--- src/rtl/linebuffer_2x2_ctrl_pkg.sv ---
// Shared types and constants for the 2x2 line-buffer frame sequencer.
package lb_ctrl_pkg;

   localparam logic [2:0] SEL_MAX = 3'd5;

   // Width code -> frame edge length (frames are square).
   localparam logic [5:0][7:0] WIDTH_TBL = {8'd224, 8'd112, 8'd56, 8'd28, 8'd14, 8'd8};

   typedef enum logic [1:0] {IDLE, READ, FLUSH} state_t;

   typedef struct packed {
      logic       valid;
      logic [7:0] row;
      logic [7:0] col;
   } tag_t;

   function automatic logic [7:0] width_of(input logic [2:0] sel);
      return (sel > SEL_MAX) ? 8'd0 : WIDTH_TBL[sel];
   endfunction

endpackage

--- src/rtl/linebuffer_2x2_ctrl_if.sv ---
// Memory, line-buffer and pooled-window signals of the frame sequencer.
interface linebuffer_2x2_ctrl_if #(parameter int ADDR_W = 16);
   logic              start;
   logic [2:0]        cfg_sel;
   logic              busy;
   logic              done;
   logic              err;
   logic              rd_en;
   logic [ADDR_W-1:0] rd_addr;
   logic [3:0]        rd_data;
   logic [2:0]        lb_sel;
   logic [3:0]        lb_pix;
   logic [15:0]       lb_win;
   logic              win_valid;
   logic [15:0]       win_data;
   logic [6:0]        win_row;
   logic [6:0]        win_col;

   modport master (
      input  start, cfg_sel, rd_data, lb_win,
      output busy, done, err, rd_en, rd_addr, lb_sel, lb_pix,
             win_valid, win_data, win_row, win_col
   );

   modport slave (
      output start, cfg_sel, rd_data, lb_win,
      input  busy, done, err, rd_en, rd_addr, lb_sel, lb_pix,
             win_valid, win_data, win_row, win_col
   );
endinterface

--- src/rtl/linebuffer_2x2_ctrl_tag_pipe.sv ---
// Delay line carrying {valid,row,col} of each issued read alongside its pixel.
module lb_tag_pipe
   import lb_ctrl_pkg::*;
#(
   parameter int STAGES   = 3,
   parameter int DATA_TAP = 0
) (
   input  logic clk,
   input  logic rst,
   input  tag_t tag_in,
   output logic data_vld,
   output tag_t tag_out,
   output logic empty
);

   tag_t [STAGES-1:0] pipe;

   always_ff @(posedge clk) begin
      if (rst) pipe <= '0;
      else     pipe <= {pipe[STAGES-2:0], tag_in};
   end

   always_comb begin
      empty = 1'b1;
      for (int i = 0; i < STAGES; i++)
         if (pipe[i].valid) empty = 1'b0;
   end

   // Tap aligned with the memory read data, gates the pixel stream.
   assign data_vld = pipe[DATA_TAP].valid;
   assign tag_out  = pipe[STAGES-1];

endmodule

--- src/rtl/linebuffer_2x2_ctrl.sv ---
// Frame sequencer: streams a square int4 map into the 2x2 line buffer and tags pooling windows.
module linebuffer_2x2_ctrl
   import lb_ctrl_pkg::*;
#(
   parameter int ADDR_W = 16,
   parameter int RD_LAT = 1
) (
   input logic                  clk,
   input logic                  rst,
   linebuffer_2x2_ctrl_if.master bus
);

   localparam int STAGES = RD_LAT + 2;

   state_t            state, state_n;
   logic [2:0]        sel, sel_n;
   logic [7:0]        wm1, wm1_n;
   logic [7:0]        row, row_n;
   logic [7:0]        col, col_n;
   logic [ADDR_W-1:0] addr, addr_n;
   logic              err_q, err_n;
   logic [3:0]        pix_q;
   tag_t              tag_in, tag_out;
   logic              data_vld, pipe_empty;

   always_ff @(posedge clk) begin
      if (rst) begin
         state <= IDLE;
         sel   <= '0;
         wm1   <= '0;
         row   <= '0;
         col   <= '0;
         addr  <= '0;
         err_q <= 1'b0;
         pix_q <= '0;
      end else begin
         state <= state_n;
         sel   <= sel_n;
         wm1   <= wm1_n;
         row   <= row_n;
         col   <= col_n;
         addr  <= addr_n;
         err_q <= err_n;
         pix_q <= data_vld ? bus.rd_data : 4'd0;
      end
   end

   always_comb begin
      state_n = state;
      sel_n   = sel;
      wm1_n   = wm1;
      row_n   = row;
      col_n   = col;
      addr_n  = addr;
      err_n   = 1'b0;
      case (state)
         IDLE: begin
            if (bus.start) begin
               if (bus.cfg_sel <= SEL_MAX) begin
                  sel_n   = bus.cfg_sel;
                  wm1_n   = width_of(bus.cfg_sel) - 8'd1;
                  row_n   = '0;
                  col_n   = '0;
                  addr_n  = '0;
                  state_n = READ;
               end else begin
                  err_n = 1'b1;
               end
            end
         end
         READ: begin
            // Address stays on the last pixel once the frame is fully issued.
            if (row == wm1 && col == wm1) begin
               state_n = FLUSH;
            end else begin
               addr_n = addr + 1'b1;
               if (col == wm1) begin
                  col_n = '0;
                  row_n = row + 8'd1;
               end else begin
                  col_n = col + 8'd1;
               end
            end
         end
         FLUSH: begin
            if (pipe_empty) state_n = IDLE;
         end
         default: state_n = IDLE;
      endcase
   end

   assign tag_in = {state == READ, row, col};

   lb_tag_pipe #(.STAGES(STAGES), .DATA_TAP(RD_LAT - 1)) u_tag_pipe (
      .clk      (clk),
      .rst      (rst),
      .tag_in   (tag_in),
      .data_vld (data_vld),
      .tag_out  (tag_out),
      .empty    (pipe_empty)
   );

   assign bus.busy    = (state != IDLE);
   assign bus.rd_en   = (state == READ);
   assign bus.done    = (state == FLUSH) && pipe_empty;
   assign bus.err     = err_q;
   assign bus.rd_addr = addr;
   assign bus.lb_sel  = sel;
   assign bus.lb_pix  = pix_q;

   // Only odd row/odd col windows are stride-2 pool positions; this also drops row-wrap windows.
   assign bus.win_valid = tag_out.valid & tag_out.row[0] & tag_out.col[0];
   assign bus.win_row   = tag_out.row[7:1];
   assign bus.win_col   = tag_out.col[7:1];
   assign bus.win_data  = bus.lb_win;

endmodule

--- src/flat_wrapper.sv ---
// flat-port wrapper written by rule: the top's interface ports become plain ports
module linebuffer_2x2_ctrl_flat import lb_ctrl_pkg::*;
#(
   parameter int ADDR_W = 16,
   parameter int RD_LAT = 1
)
  (clk, rst, bus_start, bus_cfg_sel, bus_rd_data, bus_lb_win, bus_busy, bus_done, bus_err, bus_rd_en, bus_rd_addr, bus_lb_sel, bus_lb_pix, bus_win_valid, bus_win_data, bus_win_row, bus_win_col);
  linebuffer_2x2_ctrl_if #(.ADDR_W(ADDR_W)) bus_i ();
  input logic clk;
  input logic rst;
  input wire logic [$bits(bus_i.start)-1:0] bus_start;
  input wire logic [$bits(bus_i.cfg_sel)-1:0] bus_cfg_sel;
  input wire logic [$bits(bus_i.rd_data)-1:0] bus_rd_data;
  input wire logic [$bits(bus_i.lb_win)-1:0] bus_lb_win;
  output wire logic [$bits(bus_i.busy)-1:0] bus_busy;
  output wire logic [$bits(bus_i.done)-1:0] bus_done;
  output wire logic [$bits(bus_i.err)-1:0] bus_err;
  output wire logic [$bits(bus_i.rd_en)-1:0] bus_rd_en;
  output wire logic [$bits(bus_i.rd_addr)-1:0] bus_rd_addr;
  output wire logic [$bits(bus_i.lb_sel)-1:0] bus_lb_sel;
  output wire logic [$bits(bus_i.lb_pix)-1:0] bus_lb_pix;
  output wire logic [$bits(bus_i.win_valid)-1:0] bus_win_valid;
  output wire logic [$bits(bus_i.win_data)-1:0] bus_win_data;
  output wire logic [$bits(bus_i.win_row)-1:0] bus_win_row;
  output wire logic [$bits(bus_i.win_col)-1:0] bus_win_col;
  assign bus_i.start = bus_start;
  assign bus_i.cfg_sel = bus_cfg_sel;
  assign bus_i.rd_data = bus_rd_data;
  assign bus_i.lb_win = bus_lb_win;
  assign bus_busy = bus_i.busy;
  assign bus_done = bus_i.done;
  assign bus_err = bus_i.err;
  assign bus_rd_en = bus_i.rd_en;
  assign bus_rd_addr = bus_i.rd_addr;
  assign bus_lb_sel = bus_i.lb_sel;
  assign bus_lb_pix = bus_i.lb_pix;
  assign bus_win_valid = bus_i.win_valid;
  assign bus_win_data = bus_i.win_data;
  assign bus_win_row = bus_i.win_row;
  assign bus_win_col = bus_i.win_col;
  linebuffer_2x2_ctrl #(.ADDR_W(ADDR_W), .RD_LAT(RD_LAT)) u_core (.clk(clk), .rst(rst), .bus(bus_i));
endmodule
--- config.mk ---
export PLATFORM = sky130hd
export DESIGN_NAME = linebuffer_2x2_ctrl_flat
export DESIGN_NICKNAME = d
export VERILOG_FILES = /design/src/rtl/linebuffer_2x2_ctrl_pkg.sv /design/src/rtl/linebuffer_2x2_ctrl_if.sv /design/src/rtl/linebuffer_2x2_ctrl_tag_pipe.sv /design/src/rtl/linebuffer_2x2_ctrl.sv /design/src/flat_wrapper.sv
export SDC_FILE = /design/constraint.sdc
export NUM_CORES = 1
export LEC_CHECK = 0
export CORE_ASPECT_RATIO = 0.8
export CORE_MARGIN = 10
export CORE_UTILIZATION = 55
export DETAILED_ROUTE_END_ITERATION = 10
export PLACE_DENSITY = 0.85
export SYNTH_ARGS = -nofsm -noshare
export SYNTH_HDL_FRONTEND = slang
export SYNTH_SLANG_ARGS = --single-unit
export TNS_END_PERCENT = 10
--- constraint.sdc ---
create_clock -name clk -period 5.85 [get_ports clk]
set_clock_uncertainty 0.2 [all_clocks]
set_input_delay 1.4625 -clock clk [delete_from_list [all_inputs] [get_ports clk]]
set_output_delay 1.4625 -clock clk [all_outputs]
set_load 0.1 [all_outputs]
* Word level (Yosys, flattened, before mapping)
Memories as Yosys holds them, arrays and structs flattened. Cells that the tools add are included.
Word-level totals: register bits after elaboration 101, bits of input ports 26, memory bits (read-only) 64, memories 1
Operators by class: order comparisons 3, muxes and demuxes 23, reduce and logical (&&, ||, !) cells 11, equal/unequal tests 10, $add $sub $neg 4, bitwise gates (word level) 5
Memories:
- (name not given) | depth 8, bits a word 8, read ports 1, clocked after Yosys merged registers in 0, write ports 0, line linebuffer_2x2_ctrl_pkg.sv:18 | return (sel > SEL_MAX) ? 8'd0 : WIDTH_TBL[sel];
Operators with widths (count):
- $mux 8 | 8
- $mux 16 | 3
- $pmux 16 s2 | 1
- $pmux 8 s2 | 2
- $add 16x1->16 const B | 1
- $add 8x1->8 const B | 2
- $eq 8x8->1 | 2
- $mux 2 | 4
- $ne 2x1->1 const B | 4
- $reduce_and 4->1 | 2
- $sub 8x1->8 const B | 1
- $pmux 2 s3 | 1
- $reduce_and 5->1 | 1
- $lt 3x4->1 const B | 1
- $mux 1 | 4
- $ne 2x2->1 const B | 2
- $reduce_bool 2->1 | 2
- $gt 3x3->1 const B | 1
- $le 3x3->1 const B | 1
- $not 1->1 | 3
- $reduce_and 3->1 | 1
- $reduce_or 3->1 | 1
- $and 1x1->1 | 2
- $eq 2x1->1 const B | 1
- 4 further kinds | 5

* Depth between registers and ports, before layout
depth after elaboration 5, depth in mapped cells 8, depth with buffers taken out 7

* Hierarchy
A second synthesis with hierarchy kept.
Unflattened totals: cell total of the unflattened synthesis 438, area total of the unflattened synthesis 4276.6 um^2
Modules (own cells, without submodules):
- linebuffer_2x2_ctrl | instances 1, area each 2778.9 um^2, cells each 313
- lb_tag_pipe | instances 1, area each 1497.7 um^2, cells each 125

* Worst setup path before layout
Ideal clock, no wire load.
path type register to output, start point register u_core.state[0], end point output port bus_done, required time 4.188 ns, stages on the path, launching flop included 3, arrival 3.268 ns, setup slack 0.920 ns, buffers on the path 0, cell sequence dfxtp_1 > nand2b_1 > nor4_1
Between the ends: longest elaborated chain between the ends 2
RTL lines:
- start, declared | line linebuffer_2x2_ctrl.sv:15 | state_t state, state_n;
- start signal, assigned | line linebuffer_2x2_ctrl.sv:37 | state <= state_n;
- $eq 2x2->1 | line linebuffer_2x2_ctrl.sv:105 | assign bus.done = (state == FLUSH) && pipe_empty;
- $logic_and 1x1->1 | line linebuffer_2x2_ctrl.sv:105
- end, declared | line flat_wrapper.sv:16 | output wire logic [$bits(bus_i.done)-1:0] bus_done;
No other way between the ends.

* Worst setup path in the final report
start point register u_core.state[1], end point output port bus_rd_en
Between the ends: longest elaborated chain between the ends 1
RTL lines:
- $eq 2x1->1 | line linebuffer_2x2_ctrl.sv:104 | assign bus.rd_en = (state == READ);
- end, declared | line flat_wrapper.sv:18 | output wire logic [$bits(bus_i.rd_en)-1:0] bus_rd_en;
No other way between the ends.

==> flow_metrics.tcl <==
set metrics [dict create \
    final_hold_viol_count 0 \
    synth_top_area_share 0.5011 \
    critPathSlowestCell "clkdlybuf4s50_1" \
    firstDrtPassIters 5 \
    ys_ff_latch 101 \
    finalSetupTns_ps 0 \
    ir_worst_vdd_v 0.0001871 \
    required_ps 4190 \
    post_drt_wl_per_cell_um 14.45 \
    grt_max_degree 75 \
    synthArstFlopShare 0 \
    seq_area_frac_synth 0.5011 \
    status "finished clean" \
    cts_max_path_buffers 2 \
    core_mm2 0.006993 \
    routed_wirelength_mm 7.690 \
    drive_above_1_share 0.07191 \
    power_per_cell_area_mw_per_mm2 289.3 \
    rsz0062_at_grt "false" \
    tightestPinTransition_ps 988.4 \
    initial_core_util 0.5770 \
    placed_cell_area_mm2 0.004358 \
    globalRouteMet3Util 0.04929 \
    synthCells 422 \
    num_rows 27 \
    setup_viol 0 \
    leakage_nw 1.635 \
    cts_htree_levels 3 \
    cp-end-kind "primary output" \
    fmax_mhz 238.9 \
    overflow 0 \
    num_vias 2858 \
    cp_max_fo 13 \
    ys_top_cells_by_area "dfxtp_1, nor2b_1, buf_4" \
    cp-start-kind "register" \
    root_buffer "clkbuf_8" \
    min_path_type "reg -> reg" \
    clk_latency_ps 360 \
    route.antenna.remaining_nets 0 \
    grtUsageMet2 0.2118 \
    critPathKind "reg -> out" \
    met1_usage 0.1772 \
    die_area_mm2 0.01118 \
    ctsResizeCount 0 \
    hold_ws_ps 238.8 \
    cts_setup_buffers 0 \
    path_cells "nand2b_1, inv_1, clkdlybuf4s50_1" \
    min_path_cells 1 \
    synth_cell_type_count 50 \
    gp_congestion 0.9399 \
    fin_nets 471 \
    maxCapViolCount 0 \
    die_y_um 96.61 \
    io_buffer_count 51 \
    antenna_found_initial 0 \
    dp.cells 516 \
    grt_pass1_vias 2726 \
    max_stage_delay_ps 1180 \
    remaining_drc_errors 0 \
    syn_to_final_growth_pct 13.09 \
    yosys_warnings 0 \
    viasPerCell 5.372 \
    slew_headroom 0.3390 \
    ys.flop_type "dfxtp_1" \
    die_x_um 115.8 \
    arrival_ps 2520 \
    final_cell_mix "dfxtp_1, clkdlybuf4s50_1, nor2b_1" \
    syn_avg_cell_area_um2 9.562 \
    post-route-period-util 0.7156 \
    final_util 0.6525 \
    ff2ff_path_depth 6 \
    hpwl_mm 5.595 \
    synth_edf_count 0 \
    cts_made_buffers 9 \
    drt_iter0_drc 252 \
    n_fill_cell 542 \
    stdcell_count 532 \
    clock_sinks 101 \
    busiest_layer "met2" \
    n_antenna_cell 0 \
    clk_pin_slew_ps 100 \
    min_period_ps 4187 \
    io_pins 84 \
    postLayoutCellArea_mm2 0.004563 \
    cts-hold-fix-buffers 0 \
    globalRouteTotalUtil 0.1388 \
    layout_commonest_cell "dfxtp_1" \
    synth_area_mm2 0.004035 \
    grt_first_pass_wirelength_mm 12.99 \
    synth_top_cell_by_area "dfxtp_1" \
    cts_tree "built" \
    slew_violations 0 \
    syn_nets 453 \
]
path summary, 6_finish.rpt:
path	start	to	slack [ps]
worst max-delay path	u_core.state[1]	bus_rd_en	1660
worst min register to register	u_core.u_tag_pipe.pipe[1]	u_core.u_tag_pipe.pipe[18]	240
worst max register to register	u_core.state[1]	u_core.bus.rd_addr[14]	3330
worst min-delay path	u_core.u_tag_pipe.pipe[1]	u_core.u_tag_pipe.pipe[18]	240
state kept, by name, indices dropped and copies added (netlist names):
signal	cells
u_core.state	2
u_core.col	8
u_core.row	8
u_core.wm1	8
u_core.bus.lb_pix	4
u_core.u_tag_pipe.tag_out	17
u_core.u_tag_pipe.data_vld	1
u_core.bus.lb_sel	3
u_core.bus.err	1
u_core.u_tag_pipe.pipe	33
u_core.bus.rd_addr	16
layout make-up:
type | instances | area [um2] | share of cell area
clock buffer | 10 | 127.6 | 0.02797
clock inverter | 6 | 77.57 | 0.01700
inverter | 5 | 18.77 | 0.004113
multi-input combinational | 271 | 1695 | 0.3715
sequential | 101 | 2022 | 0.4431
tap | 87 | 108.9 | 0.02386
timing repair buffer | 52 | 513.0 | 0.1124
through the flow:
step / worst slack, ps / power (W)
3_3_place_gp: 1853 / 0.0008862
3_5_place_dp: 1700 / 0.0008910
6_report: 1663 / 0.001320
4_1_cts: 1636 / 0.001331
5_1_grt: 1524 / 0.001371
2_1_floorplan: 919.7 / 0.0009046
where the power goes:
part / switching [W] / total [W] / internal [W]
logic: 0.000115 / 0.000163 / 0.0000486
clock network: 0.000239 / 0.000445 / 0.000206
registers: 0.0000128 / 0.000713 / 0.000700
total: 0.000366 / 0.00132 / 0.000954
synth_stat cells, drive strengths merged (2+ instances only):
| library cell | n |
|---|---|
| dfxtp | 101 |
| nor2b | 49 |
| nor2 | 40 |
| buf | 36 |
| nand2 | 30 |
| xnor2 | 25 |
| o21ai | 16 |
| a21oi | 15 |
| nand4 | 14 |
| nor3 | 10 |
| clkbuf | 9 |
| nand3 | 9 |
| and3 | 8 |
| xor2 | 6 |
| ha | 5 |
| inv | 5 |
| a211oi | 4 |
| and2 | 4 |
| nand2b | 4 |
| or3 | 4 |
| nor4 | 3 |
| or2 | 3 |
| a31oi | 2 |
| and4 | 2 |
| mux2i | 2 |
| o31ai | 2 |
per-layer routing:
layer / vias to the layer above / wire (um) / share of wire
met5: - / 0 / 0
met4: 0 / 120 / 0.016
met3: 16 / 620 / 0.081
met2: 101 / 3630 / 0.47
met1: 1316 / 3319 / 0.43
li1: 1425 / - / -
cell families after synthesis:
| kind of cell | after synthesis | synth area share |
|---|---|---|
| AO/OA/AOI/OAI | 50 | 0.08372 |
| XOR/XNOR | 31 | 0.06729 |
| adder cells (fa/ha/maj) | 5 | 0.01550 |
| buffers and inverters | 50 | 0.07876 |
| flip-flops | 101 | 0.5011 |
| multiplexers | 2 | 0.004961 |
| AND/OR/NAND/NOR | 183 | 0.2487 |
critical path: cells and delay by family (launching register included):
| family | cells | cell delay, ps |
|---|---|---|
| buffers and inverters | 2 | 1460 |
| DFF | 1 | 330 |
| and+or+nand+nor | 1 | 370 |
(Power assumes the default switching activity.)
